==> src/rtl/mem_fill_pkg.sv <==
// rtl/mem_fill_pkg.sv - shared pattern-mode and FSM state encodings for the memory fill engine
package mem_fill_pkg;

    typedef enum logic [1:0] {
        MODE_CONST = 2'b00,
        MODE_INCR  = 2'b01,
        MODE_WALK  = 2'b10,
        MODE_ADDR  = 2'b11
    } fill_mode_e;

    typedef enum logic [2:0] {
        ST_IDLE  = 3'd0,
        ST_FILL  = 3'd1,
        ST_CHECK = 3'd2,
        ST_DRAIN = 3'd3,
        ST_DONE  = 3'd4
    } fill_state_e;

endpackage

==> src/rtl/fill_pattern_gen.sv <==
// rtl/fill_pattern_gen.sv - combinational data pattern P(i) for a given word index and address
module fill_pattern_gen
    import mem_fill_pkg::*;
#(
    parameter int ADDR_WIDTH = 32,
    parameter int DATA_WIDTH = 32,
    parameter int LEN_WIDTH  = 16
) (
    input  logic [1:0]            mode,
    input  logic [DATA_WIDTH-1:0] pattern,
    input  logic [LEN_WIDTH-1:0]  index,
    input  logic [ADDR_WIDTH-1:0] addr,
    output logic [DATA_WIDTH-1:0] data
);

    localparam int SHW = $clog2(DATA_WIDTH);

    logic [SHW-1:0]          shamt;
    logic [2*DATA_WIDTH-1:0] rot;

    // Select the pattern; walking-one rotates by shifting a doubled copy and keeping the upper half
    always_comb begin
        shamt = SHW'(32'(index) % DATA_WIDTH);
        rot   = {pattern, pattern} << shamt;
        case (mode)
            MODE_CONST: data = pattern;
            MODE_INCR:  data = pattern + DATA_WIDTH'(index);
            MODE_WALK:  data = rot[2*DATA_WIDTH-1:DATA_WIDTH];
            default:    data = DATA_WIDTH'(addr);
        endcase
    end

endmodule

==> src/rtl/mem_fill_engine.sv <==
// rtl/mem_fill_engine.sv - memory fill engine with optional read-back check pass
module mem_fill_engine
    import mem_fill_pkg::*;
#(
    parameter int ADDR_WIDTH = 32,
    parameter int DATA_WIDTH = 32,
    parameter int LEN_WIDTH  = 16
) (
    input  logic                  clk,
    input  logic                  reset_n,
    input  logic                  start,
    input  logic [1:0]            mode,
    input  logic                  check_en,
    input  logic [ADDR_WIDTH-1:0] base_addr,
    input  logic [LEN_WIDTH-1:0]  length,
    input  logic [DATA_WIDTH-1:0] pattern,
    output logic [ADDR_WIDTH-1:0] mem_addr,
    output logic [DATA_WIDTH-1:0] mem_wdata,
    output logic                  mem_we,
    output logic                  mem_re,
    input  logic [DATA_WIDTH-1:0] mem_rdata,
    output logic                  busy,
    output logic                  done,
    output logic                  error,
    output logic [LEN_WIDTH-1:0]  mismatch_count,
    output logic [ADDR_WIDTH-1:0] first_bad_addr
);

    localparam logic [ADDR_WIDTH-1:0] STEP = ADDR_WIDTH'(DATA_WIDTH / 8);
    localparam logic [LEN_WIDTH-1:0]  ONE  = LEN_WIDTH'(1);

    fill_state_e state, state_nx;

    logic [1:0]            mode_q;
    logic                  chk_q;
    logic [ADDR_WIDTH-1:0] base_q;
    logic [LEN_WIDTH-1:0]  len_q;
    logic [DATA_WIDTH-1:0] pat_q;
    logic [LEN_WIDTH-1:0]  idx_q;
    logic [ADDR_WIDTH-1:0] addr_q;
    logic                  cmp_valid;
    logic [LEN_WIDTH-1:0]  cmp_idx;
    logic [ADDR_WIDTH-1:0] cmp_addr;
    logic [LEN_WIDTH-1:0]  mism_q;
    logic [ADDR_WIDTH-1:0] first_bad_q;
    logic [DATA_WIDTH-1:0] wr_data;
    logic [DATA_WIDTH-1:0] exp_data;
    logic                  last_idx;
    logic                  accept;

    assign accept   = (state == ST_IDLE) && start;
    assign last_idx = (idx_q == len_q - ONE);

    // Write data follows the live index; check data follows the index of the read issued last cycle
    fill_pattern_gen #(
        .ADDR_WIDTH(ADDR_WIDTH),
        .DATA_WIDTH(DATA_WIDTH),
        .LEN_WIDTH (LEN_WIDTH)
    ) u_gen_wr (
        .mode   (mode_q),
        .pattern(pat_q),
        .index  (idx_q),
        .addr   (addr_q),
        .data   (wr_data)
    );

    fill_pattern_gen #(
        .ADDR_WIDTH(ADDR_WIDTH),
        .DATA_WIDTH(DATA_WIDTH),
        .LEN_WIDTH (LEN_WIDTH)
    ) u_gen_chk (
        .mode   (mode_q),
        .pattern(pat_q),
        .index  (cmp_idx),
        .addr   (cmp_addr),
        .data   (exp_data)
    );

    // State register
    always_ff @(posedge clk) begin
        if (!reset_n) state <= ST_IDLE;
        else          state <= state_nx;
    end

    // Next-state logic
    always_comb begin
        state_nx = state;
        case (state)
            ST_IDLE:  if (start) state_nx = (length == '0) ? ST_DONE : ST_FILL;
            ST_FILL:  if (last_idx) state_nx = chk_q ? ST_CHECK : ST_DONE;
            ST_CHECK: if (last_idx) state_nx = ST_DRAIN;
            ST_DRAIN: state_nx = ST_DONE;
            ST_DONE:  state_nx = ST_IDLE;
            default:  state_nx = ST_IDLE;
        endcase
    end

    // Outputs: memory bus is quiet (all zero) outside the access states
    always_comb begin
        busy      = (state == ST_FILL) || (state == ST_CHECK) || (state == ST_DRAIN);
        done      = (state == ST_DONE);
        mem_we    = (state == ST_FILL);
        mem_re    = (state == ST_CHECK);
        mem_addr  = (mem_we || mem_re) ? addr_q : '0;
        mem_wdata = mem_we ? wr_data : '0;
    end

    // Operand latch, index/address walk, and read-back comparison one cycle behind each read
    always_ff @(posedge clk) begin
        if (!reset_n) begin
            mode_q      <= '0;
            chk_q       <= 1'b0;
            base_q      <= '0;
            len_q       <= '0;
            pat_q       <= '0;
            idx_q       <= '0;
            addr_q      <= '0;
            cmp_valid   <= 1'b0;
            cmp_idx     <= '0;
            cmp_addr    <= '0;
            mism_q      <= '0;
            first_bad_q <= '0;
        end else begin
            cmp_valid <= 1'b0;
            if (accept) begin
                mode_q      <= mode;
                chk_q       <= check_en;
                base_q      <= base_addr;
                len_q       <= length;
                pat_q       <= pattern;
                idx_q       <= '0;
                addr_q      <= base_addr;
                mism_q      <= '0;
                first_bad_q <= '0;
            end else if (state == ST_FILL) begin
                if (last_idx) begin
                    idx_q  <= '0;
                    addr_q <= base_q;
                end else begin
                    idx_q  <= idx_q + ONE;
                    addr_q <= addr_q + STEP;
                end
            end else if (state == ST_CHECK) begin
                cmp_valid <= 1'b1;
                cmp_idx   <= idx_q;
                cmp_addr  <= addr_q;
                idx_q     <= idx_q + ONE;
                addr_q    <= addr_q + STEP;
            end
            if (cmp_valid && (mem_rdata != exp_data)) begin
                if (mism_q == '0) first_bad_q <= cmp_addr;
                if (mism_q != '1) mism_q <= mism_q + ONE;
            end
        end
    end

    assign mismatch_count = mism_q;
    assign first_bad_addr = first_bad_q;
    assign error          = (mism_q != '0);

endmodule
==> config.mk <==
export PLATFORM = sky130hd
export DESIGN_NAME = mem_fill_engine
export DESIGN_NICKNAME = d
export VERILOG_FILES = /design/src/rtl/mem_fill_pkg.sv /design/src/rtl/fill_pattern_gen.sv /design/src/rtl/mem_fill_engine.sv
export SDC_FILE = /design/constraint.sdc
export NUM_CORES = 1
export LEC_CHECK = 0
export ABC_AREA = 0
export ABC_CLOCK_PERIOD_IN_PS = 11100
export CAP_MARGIN = 20
export CORE_MARGIN = 5
export CORE_UTILIZATION = 37
export CTS_CLUSTER_DIAMETER = 150
export DETAILED_ROUTE_END_ITERATION = 8
export GPL_TIMING_DRIVEN = 0
export HOLD_SLACK_MARGIN = 0.1
export PLACE_DENSITY = 0.57
export SLEW_MARGIN = 20
export SYNTH_ARGS = -nofsm -noshare
export SYNTH_HDL_FRONTEND = slang
export SYNTH_HIERARCHICAL = 1
export SYNTH_SLANG_ARGS = --single-unit
==> constraint.sdc <==
create_clock -name clk -period 11.1 [get_ports clk]
set_input_delay 3.33 -clock clk [delete_from_list [all_inputs] [get_ports clk]]
set_output_delay 3.33 -clock clk [all_outputs]
set_load 0.05 [all_outputs]
==> results of run 1 <==
-- routing by layer --
layer	wire (um)	part of all wire (%)	GRT usage, %	vias to the layer above
met5	13	0.015	0	-
met4	2665	3.0	7.954	2
met3	9143	10	7.303	155
met2	40310	46	47.44	1203
met1	35700	41	39.57	9886
li1	-	-	-	8967
-- area by class of cell --
cell class	count	area, sq um	share of cell area (%)
multi-input cells	1843	13800	58.60
inverters	42	157.7	0.6697
repair buffers	233	2332	9.907
clock buffers	39	792.0	3.364
well taps	688	860.8	3.657
diodes	1	2.502	0.01063
plain buffers	177	842.1	3.577
clock inverters	9	133.9	0.5687
flip-flops and latches	231	4624	19.64
-- synthesized netlist by cell type, types with 54 or more instances --
master    instances  share of area (%)
mux2i_1          83                4.3
xnor2_1          77                3.5
o21ai_0          62                1.6
dfxtp_1         231                 24
xor2_1           54                2.4
a21oi_1         213                5.5
and2_1           77                2.5
nand2_1         443                8.6
nand3_1          81                2.1
nor2_1          109                2.1
mux4_2          150                 17
clkbuf_1        124                2.4
-- how the worst min path moves through the flow --
stage	from	slack, ns	end
6_report	base_q[14]	0.45	base_q[14]
5_1_grt	base_q[28]	0.48	base_q[28]
4_1_cts	base_q[13]	0.45	base_q[13]
3_5_place_dp	base_q[13]	0.45	base_q[13]
3_3_place_gp	base_q[6]	0.44	base_q[6]
2_1_floorplan	base_q[10]	0.44	base_q[10]
-- worst reg2reg max path: stages (launching register included) --
cell      delay [ns]
dfxtp_1         0.93
ha_1            0.35
inv_1           0.07
fa_1            0.40
nand2b_1        0.18
a21oi_1         0.40
o211ai_1        0.32
a31oi_1         0.80
a311oi_1        0.21
a211oi_1        0.53
xor2_1          0.13
nor4_1          0.26
nand4_1         0.28
o21ai_0         0.59
or2_2           0.21
clkbuf_1        0.24
clkbuf_1        0.43
nand3_1         0.13
a21oi_1         0.18
-- per-stage QoR --
stage / hold WS [ns] / util, % / instances / area, sq um
2_1_floorplan: 0.4357 / - / 2293 / 19410
3_3_place_gp: 0.4406 / 43.28 / 3214 / 22610
3_5_place_dp: 0.4460 / 43.29 / 3214 / 22610
4_1_cts: 0.4541 / 45.06 / 3262 / 23540
5_1_grt: 0.4798 / 45.06 / 3262 / 23540
6_report: 0.4542 / 45.07 / 3263 / 23540
-- cells by family after synthesis --
logic type                 share of synthesized area, %
muxes                                             25.66
adders and majority gates                         2.591
xor gates and xnor gates                          5.910
DFF                                               23.82
buffers and inverters                             5.143
and+or+nand+nor                                   21.05
AOI/OAI and AO/OA                                 15.82
-- state kept, by name, summed over array words and instances, names as in the netlist, 32 cells and up --
name,flops
pat_q,32
first_bad_addr,32
addr_q,32
cmp_addr,32
base_q,32
-- report_power, final --
part	internal, mW	total (mW)	switching, mW
logic	0.212	0.499	0.287
clock network	0.545	0.938	0.393
registers	0.856	0.957	0.100
total	1.61	2.39	0.780
-- placed cells by master, fill, tap and decap left out, drive strengths merged, types with 28 or more instances in the layout --
master | Yosys | routed
nand2 | 444 | 444
clkdlybuf4s50 | 0 | 233
dfxtp | 231 | 231
a21oi | 213 | 213
clkbuf | 124 | 163
mux4 | 162 | 162
nor2 | 109 | 109
mux2i | 83 | 83
nand3 | 82 | 82
and2 | 77 | 77
xnor2 | 77 | 77
o21ai | 69 | 69
xor2 | 54 | 54
buf | 53 | 53
nor3 | 40 | 40
mux2 | 40 | 40
o22ai | 37 | 37
ha | 37 | 37
inv | 36 | 37
a21boi | 30 | 30
a31oi | 28 | 28
==> metrics.txt, run 1 <==
CP max-delay cell=clkdlybuf4s50_1; Bufs and invs on worst path=3; CTS root buf=clkbuf_16; Hold Violations, Final=0; Ports=235; PostCTS Resize Cnt=0; Nets=2713; post-synth cell types=74; sequential element share of the synthesized area=23.82%; R2R Setup Slk=4.38 ns; layout cell share with drive strength beyond 1=11.31%; first-pass GRT wire length=128200 um; pre-CTS WS=2.831 ns; cell family with most CP delay=compound AO/OA/AOI/OAI gates; CP arrival=5.73 ns; Clk Latency, worst-skew pair=0.59 ns; skew final=between 0.02 and 0.03 ns; Post-Syn Area=19410 sq um; crit-path max cell delay=0.84 ns; Routed Antenna Nets=0; Syn Nets=2450; Final Slew Violations=0; Crit path required time=about 7.8 ns; Max clock buf depth=3; Lkg Pwr=8.181 nW; Final Setup Violations=0; dpl hpwl=~66000 um; worst r2r src=pat_q[0]; CP Max Fanout=10; Slew HR=18.26%; Area Overhead vs Synth=21.25%; status=complete, no violations; EDFF count, synth=0; setup TNS=0 ns; antenna violations before repair=4; Peak Freq=~0.11 GHz; Post-CTS Hold Buffers=0; critical path, cell by cell=clkinv_1 > buf_2 > fa_1 > nand2b_1 > a21oi_1 > o211ai_1 > a31oi_1 > a311oi_1 > a211oi_1 > and2_1 > clkdlybuf4s50_1; die span in y=239.1 um; syn_area_per_cell=8.467 sq um; Max-cap violations=0; initial core utilization=37.17%; Crit path depth=11; Critical Path Start=idx_q[1]; final worst slack=2.035 ns; initial DRC count=about 2100; die width=239.1 um; fillcell total=about 5100; FF+latch count, synth=231; first drt pass iteration count=7; Num CTS Buffers=28; Worst-path clk slew=0.07 ns; vias in the first global route=19430; Setup crit end=mem_wdata[20]; worst r2r dst=first_bad_addr[27]; Via density=6.195; cell row count=84; global route overflow=0; Worst Tran Pin Value=1.224 ns; core area=52240 sq um; largest net degree at the start of global routing=22; Primary FF master, synth=dfxtp_1; R2R depth=18; Via Count=approximately 20000; period utilization=81.66%; Total GRT Usage=29.40%; final WL=87830 um; Die Area=roughly 57000 sq um; Worst setup EP type=primary output; Pwr Total=around 2.4 mW; DRC viols=0; Final Critical Period=9.065 ns; Crit Path Class=reg2out; CTS tree=done; Hold Path Depth=2; min-delay worst type=reg2reg; Synth warnings=6; VDD IR max=118.9 uV; Port Buffers=233; Startpoint Class=flip-flop; post-synthesis cell count=about 2300; Placer Congestion=~0.97; H-tree levels=1; FFs w/ async S/R, synth=0%; CTS sink cnt=between 200 and 250; setup bufs post-CTS=0; pwr dens=a little over 100 nW/um^2; Routed WL per cell=around 27 um; RSZ-0062 raised after global routing=no
No activity file was read; power rests on OpenSTA's default activity.
==> run 2: changes to the inputs <==
ABC_CLOCK_PERIOD_IN_PS = 9350   (was 11100)
clock period = 9.35 ns   (was 11.1 ns; I/O delays follow)
==> results of run 2 <==
Same layout as run 1 (identical final DEF). Status: complete, no violations.
Among the figures that moved: setup slack after placement 2.831 ns -> 1.606 ns; setup slack after layout 2.035 ns -> 0.8103 ns; register-to-register setup slack 4.38 ns -> 2.63 ns; total power 2.393 mW -> 2.841 mW; worst IR drop on VDD 118.9 uV -> 141.1 uV
